==> src/rtl/ps2_pkg.sv <==
// ---------------------------------------------------------------------------
// ps2_pkg
// Shared definitions for the PS/2 key decoder:
//   - ps2_state_e     : frame receiver states
//   - PS2_EXT_PREFIX  : extended-key prefix byte (0xE0)
//   - PS2_BRK_PREFIX  : break (key release) prefix byte (0xF0)
//   - CODE_W          : width of one decoded code entry {break, extended, code}
//   - odd_parity_ok() : true when a data byte plus its parity bit has odd parity
// ---------------------------------------------------------------------------
package ps2_pkg;

  typedef enum logic [1:0] {
    ST_IDLE   = 2'd0,
    ST_DATA   = 2'd1,
    ST_PARITY = 2'd2,
    ST_STOP   = 2'd3
  } ps2_state_e;

  localparam logic [7:0] PS2_EXT_PREFIX = 8'hE0;
  localparam logic [7:0] PS2_BRK_PREFIX = 8'hF0;
  localparam int         CODE_W         = 10;

  // PS/2 uses odd parity over the 8 data bits and the parity bit.
  function automatic logic odd_parity_ok(input logic [8:0] bits);
    return ^bits;
  endfunction

endpackage

==> src/rtl/ps2_key_decoder_if.sv <==
// ---------------------------------------------------------------------------
// ps2_key_decoder_if
// Read side of the decoded-code queue.
//   code_data  : head entry {break, extended, code[7:0]}
//   code_valid : queue holds at least one entry
//   code_read  : pop request, honoured only while code_valid is high
// Modports:
//   master : queue side (drives data/valid, receives read)
//   slave  : consumer side (receives data/valid, drives read)
// ---------------------------------------------------------------------------
interface ps2_key_decoder_if;

  logic [ps2_pkg::CODE_W-1:0] code_data;
  logic                       code_valid;
  logic                       code_read;

  modport master (
    output code_data,
    output code_valid,
    input  code_read
  );

  modport slave (
    input  code_data,
    input  code_valid,
    output code_read
  );

endinterface

==> src/rtl/ps2_code_fifo.sv <==
// ---------------------------------------------------------------------------
// ps2_code_fifo
// Synchronous FIFO for decoded key codes with a registered head output.
// Parameters:
//   DEPTH : number of entries (power of two, >= 2)
//   WIDTH : entry width
// Ports:
//   clk, rst   : clock and asynchronous active-high reset
//   push       : write request for push_data
//   push_data  : entry to enqueue
//   overflow   : sticky, set when a push was dropped because the FIFO was full
//   rd         : read-side bus (head data, non-empty flag, pop request)
// Occupancy is tracked with one extra pointer bit instead of a counter:
// equal pointers mean empty, MSBs differing with equal low bits mean full.
// ---------------------------------------------------------------------------
module ps2_code_fifo
  import ps2_pkg::*;
#(
  parameter int DEPTH = 8,
  parameter int WIDTH = CODE_W
) (
  input  logic                 clk,
  input  logic                 rst,
  input  logic                 push,
  input  logic [WIDTH-1:0]     push_data,
  output logic                 overflow,
  ps2_key_decoder_if.master    rd
);

  localparam int AW = $clog2(DEPTH);

  logic [WIDTH-1:0] mem_q [DEPTH];
  logic [AW:0]      wptr_q, wptr_d;
  logic [AW:0]      rptr_q, rptr_d;
  logic [WIDTH-1:0] head_q, head_d;
  logic             valid_q, valid_d;
  logic             ovf_q, ovf_d;

  logic full;
  logic pop;
  logic push_ok;

  always_comb begin
    full    = (wptr_q[AW] != rptr_q[AW]) && (wptr_q[AW-1:0] == rptr_q[AW-1:0]);
    pop     = rd.code_read && valid_q;
    // A pop in the same cycle frees the slot, so a push into a full FIFO
    // still succeeds then.
    push_ok = push && (!full || pop);

    wptr_d  = wptr_q + {{AW{1'b0}}, push_ok};
    rptr_d  = rptr_q + {{AW{1'b0}}, pop};
    valid_d = (wptr_d != rptr_d);
    ovf_d   = ovf_q || (push && full && !pop);

    // Next head: if the slot becoming the head is the one written this
    // cycle, bypass the memory and take the incoming entry directly.
    head_d = '0;
    if (valid_d) begin
      if (push_ok && (rptr_d == wptr_q)) begin
        head_d = push_data;
      end else begin
        head_d = mem_q[rptr_d[AW-1:0]];
      end
    end
  end

  always_ff @(posedge clk or posedge rst) begin
    if (rst) begin
      wptr_q  <= '0;
      rptr_q  <= '0;
      head_q  <= '0;
      valid_q <= 1'b0;
      ovf_q   <= 1'b0;
    end else begin
      wptr_q  <= wptr_d;
      rptr_q  <= rptr_d;
      head_q  <= head_d;
      valid_q <= valid_d;
      ovf_q   <= ovf_d;
    end
  end

  // Storage carries no reset; the pointers define which entries are live.
  always_ff @(posedge clk) begin
    if (push_ok) begin
      mem_q[wptr_q[AW-1:0]] <= push_data;
    end
  end

  assign rd.code_data  = head_q;
  assign rd.code_valid = valid_q;
  assign overflow      = ovf_q;

endmodule

==> src/rtl/ps2_key_decoder.sv <==
// ---------------------------------------------------------------------------
// ps2_key_decoder
// Receives PS/2 keyboard frames, decodes E0/F0 prefixes, queues the decoded
// codes and tracks the held state of a configurable set of keys.
// Parameters:
//   FIFO_DEPTH     : decoded-code queue depth (power of two, >= 2)
//   NUM_KEYS       : number of tracked keys (1..16)
//   TIMEOUT_CYCLES : Clock_50 cycles without a PS/2 clock edge before a
//                    partial frame is abandoned
// Ports:
//   Clock_50, Reset : system clock, asynchronous active-high reset
//   PS2_clock/data  : raw PS/2 lines (asynchronous)
//   Key_table       : entry i = bits [9i+8:9i] = {extended, scan code}
//   Code_read       : pop request for the code queue
//   Code_data       : queue head {break, extended, code[7:0]}
//   Code_valid      : queue non-empty
//   Key_pressed     : held state of each Key_table entry
//   Parity_error    : one-cycle pulse on bad parity
//   Frame_error     : one-cycle pulse on bad stop bit or watchdog timeout
//   Overflow        : sticky, a code was dropped because the queue was full
// ---------------------------------------------------------------------------
module ps2_key_decoder
  import ps2_pkg::*;
#(
  parameter int FIFO_DEPTH     = 8,
  parameter int NUM_KEYS       = 4,
  parameter int TIMEOUT_CYCLES = 100000
) (
  input  logic                  Clock_50,
  input  logic                  Reset,
  input  logic                  PS2_clock,
  input  logic                  PS2_data,
  input  logic [NUM_KEYS*9-1:0] Key_table,
  input  logic                  Code_read,
  output logic [CODE_W-1:0]     Code_data,
  output logic                  Code_valid,
  output logic [NUM_KEYS-1:0]   Key_pressed,
  output logic                  Parity_error,
  output logic                  Frame_error,
  output logic                  Overflow
);

  localparam int WD_W = $clog2(TIMEOUT_CYCLES + 1);

  // Synchronizers and edge detection
  logic ps2c_s1_q, ps2c_s2_q, ps2c_prev_q;
  logic ps2d_s1_q, ps2d_s2_q;
  logic ps2c_fall;
  logic ps2c_any_edge;

  // Frame receiver state
  ps2_state_e           state_q, state_d;
  logic [2:0]           bit_cnt_q, bit_cnt_d;
  logic [7:0]           shift_q, shift_d;
  logic                 parity_q, parity_d;
  logic                 ext_q, ext_d;
  logic                 brk_q, brk_d;
  logic [WD_W-1:0]      wd_cnt_q, wd_cnt_d;
  logic                 perr_q, perr_d;
  logic                 ferr_q, ferr_d;
  logic [NUM_KEYS-1:0]  key_q, key_d;

  logic                 timeout;
  logic                 code_push;
  logic [CODE_W-1:0]    code_push_data;
  logic                 fifo_overflow;

  ps2_key_decoder_if code_bus ();

  always_ff @(posedge Clock_50 or posedge Reset) begin
    if (Reset) begin
      ps2c_s1_q   <= 1'b0;
      ps2c_s2_q   <= 1'b0;
      ps2c_prev_q <= 1'b0;
      ps2d_s1_q   <= 1'b0;
      ps2d_s2_q   <= 1'b0;
    end else begin
      ps2c_s1_q   <= PS2_clock;
      ps2c_s2_q   <= ps2c_s1_q;
      ps2c_prev_q <= ps2c_s2_q;
      ps2d_s1_q   <= PS2_data;
      ps2d_s2_q   <= ps2d_s1_q;
    end
  end

  assign ps2c_fall     = !ps2c_s2_q && ps2c_prev_q;
  assign ps2c_any_edge = ps2c_s2_q ^ ps2c_prev_q;

  always_comb begin
    state_d        = state_q;
    bit_cnt_d      = bit_cnt_q;
    shift_d        = shift_q;
    parity_d       = parity_q;
    ext_d          = ext_q;
    brk_d          = brk_q;
    perr_d         = 1'b0;
    ferr_d         = 1'b0;
    key_d          = key_q;
    code_push      = 1'b0;
    code_push_data = {brk_q, ext_q, shift_q};

    // Watchdog restarts on any PS/2 clock activity and is idle between frames.
    wd_cnt_d = (state_q == ST_IDLE || ps2c_any_edge) ? '0 : wd_cnt_q + 1'b1;
    timeout  = (state_q != ST_IDLE) && !ps2c_any_edge &&
               (wd_cnt_q == WD_W'(TIMEOUT_CYCLES));

    if (timeout) begin
      state_d = ST_IDLE;
      ferr_d  = 1'b1;
      ext_d   = 1'b0;
      brk_d   = 1'b0;
    end else if (ps2c_fall) begin
      unique case (state_q)
        ST_IDLE: begin
          if (!ps2d_s2_q) begin
            bit_cnt_d = '0;
            state_d   = ST_DATA;
          end
        end
        ST_DATA: begin
          shift_d   = {ps2d_s2_q, shift_q[7:1]};
          bit_cnt_d = bit_cnt_q + 3'd1;
          if (bit_cnt_q == 3'd7) begin
            state_d = ST_PARITY;
          end
        end
        ST_PARITY: begin
          parity_d = ps2d_s2_q;
          state_d  = ST_STOP;
        end
        ST_STOP: begin
          state_d = ST_IDLE;
          // A bad stop bit takes precedence over a parity failure.
          if (!ps2d_s2_q) begin
            ferr_d = 1'b1;
            ext_d  = 1'b0;
            brk_d  = 1'b0;
          end else if (!odd_parity_ok({parity_q, shift_q})) begin
            perr_d = 1'b1;
            ext_d  = 1'b0;
            brk_d  = 1'b0;
          end else if (shift_q == PS2_EXT_PREFIX) begin
            ext_d = 1'b1;
          end else if (shift_q == PS2_BRK_PREFIX) begin
            brk_d = 1'b1;
          end else begin
            code_push = 1'b1;
            ext_d     = 1'b0;
            brk_d     = 1'b0;
            // Key state follows every decoded code, even one the queue drops.
            for (int i = 0; i < NUM_KEYS; i++) begin
              if (Key_table[9*i +: 9] == {ext_q, shift_q}) begin
                key_d[i] = !brk_q;
              end
            end
          end
        end
        default: state_d = ST_IDLE;
      endcase
    end
  end

  always_ff @(posedge Clock_50 or posedge Reset) begin
    if (Reset) begin
      state_q   <= ST_IDLE;
      bit_cnt_q <= '0;
      shift_q   <= '0;
      parity_q  <= 1'b0;
      ext_q     <= 1'b0;
      brk_q     <= 1'b0;
      wd_cnt_q  <= '0;
      perr_q    <= 1'b0;
      ferr_q    <= 1'b0;
      key_q     <= '0;
    end else begin
      state_q   <= state_d;
      bit_cnt_q <= bit_cnt_d;
      shift_q   <= shift_d;
      parity_q  <= parity_d;
      ext_q     <= ext_d;
      brk_q     <= brk_d;
      wd_cnt_q  <= wd_cnt_d;
      perr_q    <= perr_d;
      ferr_q    <= ferr_d;
      key_q     <= key_d;
    end
  end

  ps2_code_fifo #(
    .DEPTH (FIFO_DEPTH),
    .WIDTH (CODE_W)
  ) u_fifo (
    .clk       (Clock_50),
    .rst       (Reset),
    .push      (code_push),
    .push_data (code_push_data),
    .overflow  (fifo_overflow),
    .rd        (code_bus.master)
  );

  assign code_bus.code_read = Code_read;
  assign Code_data          = code_bus.code_data;
  assign Code_valid         = code_bus.code_valid;
  assign Key_pressed        = key_q;
  assign Parity_error       = perr_q;
  assign Frame_error        = ferr_q;
  assign Overflow           = fifo_overflow;

endmodule

==> config.mk <==
export PLATFORM = sky130hd
export DESIGN_NAME = ps2_key_decoder
export DESIGN_NICKNAME = d
export VERILOG_FILES = /design/src/rtl/ps2_pkg.sv /design/src/rtl/ps2_key_decoder_if.sv /design/src/rtl/ps2_code_fifo.sv /design/src/rtl/ps2_key_decoder.sv
export SDC_FILE = /design/constraint.sdc
export NUM_CORES = 1
export LEC_CHECK = 0
export ABC_CLOCK_PERIOD_IN_PS = 5400
export CAP_MARGIN = 0
export CORE_MARGIN = 5
export CORE_UTILIZATION = 58
export CTS_CLUSTER_SIZE = 25
export DETAILED_ROUTE_END_ITERATION = 8
export GPL_TIMING_DRIVEN = 0
export PLACE_DENSITY = 0.82
export SLEW_MARGIN = 5
export SYNTH_ARGS = -nofsm -noshare
export SYNTH_HDL_FRONTEND = slang
export SYNTH_HIERARCHICAL = 1
export SYNTH_SLANG_ARGS = --single-unit
==> constraint.sdc <==
create_clock -name Clock_50 -period 5.4 [get_ports Clock_50]
set_input_delay 1.08 -clock Clock_50 [delete_from_list [all_inputs] [get_ports Clock_50]]
set_output_delay 1.08 -clock Clock_50 [all_outputs]
set_load 0.1 [all_outputs]
==> impl_metrics.tcl <==
set metrics [dict create \
    drc_errors 0 \
    antenna_found_initial 0 \
    routed_via_density 5.79 \
    drive_above_1_share 0.145 \
    syn_area_um2 6800 \
    synth_top_area_share 0.353 \
    cap_violations 0 \
    syn_area_per_cell_um2 14.0 \
    drtAntennaViolNets 0 \
    row_count 39 \
    critical_path.most_common_cell "ha_1" \
    clk_latency_ps 420 \
    fin_nets 626 \
    synthTopCellsByCount "edfxtp_1 (80), dfrtp_1 (64), nand2_1 (42), xor2_1 (41), nor2_1 (37)" \
    fp.dieH_um 118 \
    post_cts_resize_count 0 \
    grt_overflow 0 \
    critPathMaxFanout 10 \
    root_buffer "clkbuf_16" \
    wl_per_cell_um 19.9 \
    outcome "finished, final reports clean" \
    final_cells 723 \
    fin_util 0.724 \
    synth.distinct_cells 53 \
    synthTopCellsByArea "edfxtp_1 (35%), dfrtp_1 (24%), mux4_1 (7.0%), xor2_1 (5.3%), ha_1 (3.3%)" \
    slew_headroom 0.313 \
    cts_tree "yes" \
    fin_hold_ws_ps 351 \
    numCtsBuffers 17 \
    max_stage_delay_ps 560 \
    dieWidth_um 118 \
    power_density_nw_per_um2 540 \
    ir_drop_uv 527 \
    start_kind "register" \
    grt_pass1_vias 4274 \
    grt_pass1_wl_um 23400 \
    first_pass_iters 4 \
    place_congestion 0.806 \
    pin_count 59 \
    diodes 0 \
    power_w 0.00448 \
    slowest_stage "dfrtp_1" \
    path_buf_inv 5 \
    dp_hpwl_um 9640 \
    synth_edf_count 80 \
    path_clk_slew_ps 60 \
    crit_chain "clkbuf_1, inv_1, ha_1, xnor3_1, xnor2_1, clkbuf_1, nor2_1, o21ai_0, inv_1, ha_1, ha_1, xor2_1, xnor2_1, nand3_1, nor3b_2, clkbuf_8, a311oi_2" \
    min_path_type "reg2reg" \
    grt_max_degree 36 \
    dp.cells 691 \
    finClkSkew_ps 8.80 \
    crit_family "buffers and inverters" \
    finalMaxSlewViolations 0 \
    ys_ff_latch 144 \
    fmax_mhz 212 \
    ys_warn_count 6 \
    syn-num-nets 544 \
    arrival_ps 5000 \
    area_growth_syn_to_layout_pct 22.1 \
    clockBufferDepth 2 \
    synth-main-ff-cell "edfxtp_1" \
    synth_seq_area_share 0.589 \
    routed_wl_um 14400 \
    tightest_slew_ps 1020 \
    tns_ps 0 \
    cts_hold_buf 0 \
    cp-end-kind "register" \
    syn_inst 485 \
    cp.required_ps 5690 \
    numPortBuffers 58 \
    h-tree-depth 4 \
    post-synth-top-count-cell "edfxtp_1" \
    finalCriticalPeriod_ps 4710 \
    async_flop_share 0.444 \
    rsz0062_at_grt "false" \
    post-route-period-util 0.873 \
    vias 4188 \
    drtIter0Drc 405 \
    finalSetupViolCount 0 \
    hold_viol 0 \
    design.die.area_um2 14000 \
    track_usage 0.213 \
    cts.sinks 144 \
    core-area_um2 11500 \
    cts_setup_buffers 0 \
    yosysTopAreaCell "edfxtp_1" \
    leakage_nw 3.24 \
    start_util 0.593 \
    critPathKind "reg2reg" \
]
==> cell usage in the layout, fill, tap and decap left out, drive strengths merged, types with 3 or more instances in the layout <==
| cell | n |
|---|---|
| clkinv | 5 |
| a311oi | 10 |
| nand3 | 14 |
| buf | 14 |
| mux4 | 20 |
| nor4 | 5 |
| xnor2 | 25 |
| nor2 | 39 |
| o31ai | 4 |
| bufinv | 5 |
| o21ai | 10 |
| nand4 | 7 |
| nor4b | 3 |
| a21oi | 3 |
| nor3 | 11 |
| nor3b | 6 |
| dfrtp | 64 |
| clkdlybuf4s50 | 58 |
| nand2 | 42 |
| xor2 | 41 |
| edfxtp | 80 |
| clkbuf | 37 |
| o41ai | 3 |
| ha | 18 |
| inv | 21 |
| mux2 | 6 |
==> through the flow <==
step                      setup WS [ps]  instance area (um^2)
after floorplan                    1600                  6800
after detailed placement            796                  7650
after CTS                           681                  8300
after global placement              214                  7560
final                               687                  8300
after global routing                348                  8300
==> per-layer routing <==
layer,GRT usage,part of all wire
met5,0,0
met4,0.0846,0.023
met3,0.0435,0.042
met2,0.352,0.51
met1,0.280,0.42
==> cell type report <==
| cell class | count | area (um^2) |
|---|---|---|
| multi-input combinational | 294 | 2590 |
| sequential | 144 | 4000 |
| clock buffer | 19 | 443 |
| buffer | 27 | 176 |
| fill | 724 | 3160 |
| inverter | 20 | 75.1 |
| clock inverter | 13 | 210 |
| timing repair buffer | 63 | 631 |
| tap | 143 | 179 |
==> final timing paths <==
check | from | to | slack (ps) | cells past startpoint
worst max-delay path | shift_q[1] | u_fifo/rd.code_data[1] | 690 | 17
worst min-delay path | ps2d_s1_q | ps2d_s2_q | 350 | 0
worst max register to register | shift_q[1] | u_fifo/rd.code_data[1] | 690 | 17
worst min register to register | ps2d_s1_q | ps2d_s2_q | 350 | 0
max in group asynchronous | Reset | u_fifo/rd.code_data[2] | 3740 | 2
min in group asynchronous | Reset | wd_cnt_q[11] | 960 | 2
==> kinds of logic after synthesis <==
| kind of cell | Yosys count | share of synthesized area |
|---|---|---|
| and+or+nand+nor | 138 | 0.101 |
| adders and majority gates | 18 | 0.0331 |
| xor gates and xnor gates | 69 | 0.0953 |
| AOI/OAI and AO/OA | 41 | 0.0563 |
| DFF | 144 | 0.589 |
| muxes | 28 | 0.0890 |
| buffers and inverters | 47 | 0.0370 |
==> registers in the layout, indices dropped and copies added (netlist names), 2 cells and up <==
name                 count
u_fifo/rptr_q            4
Key_pressed              4
u_fifo/mem_q            80
shift_q                  8
wd_cnt_q                17
u_fifo/wptr_q            4
bit_cnt_q                3
u_fifo/rd.code_data     10
state_q                  2
==> power breakdown <==
part / internal, W / switching [W]
sequential: 0.00133 / 0.000140
clock: 0.000833 / 0.000453
combinational: 0.000702 / 0.00102
No activity file was read; power rests on OpenSTA's default activity.
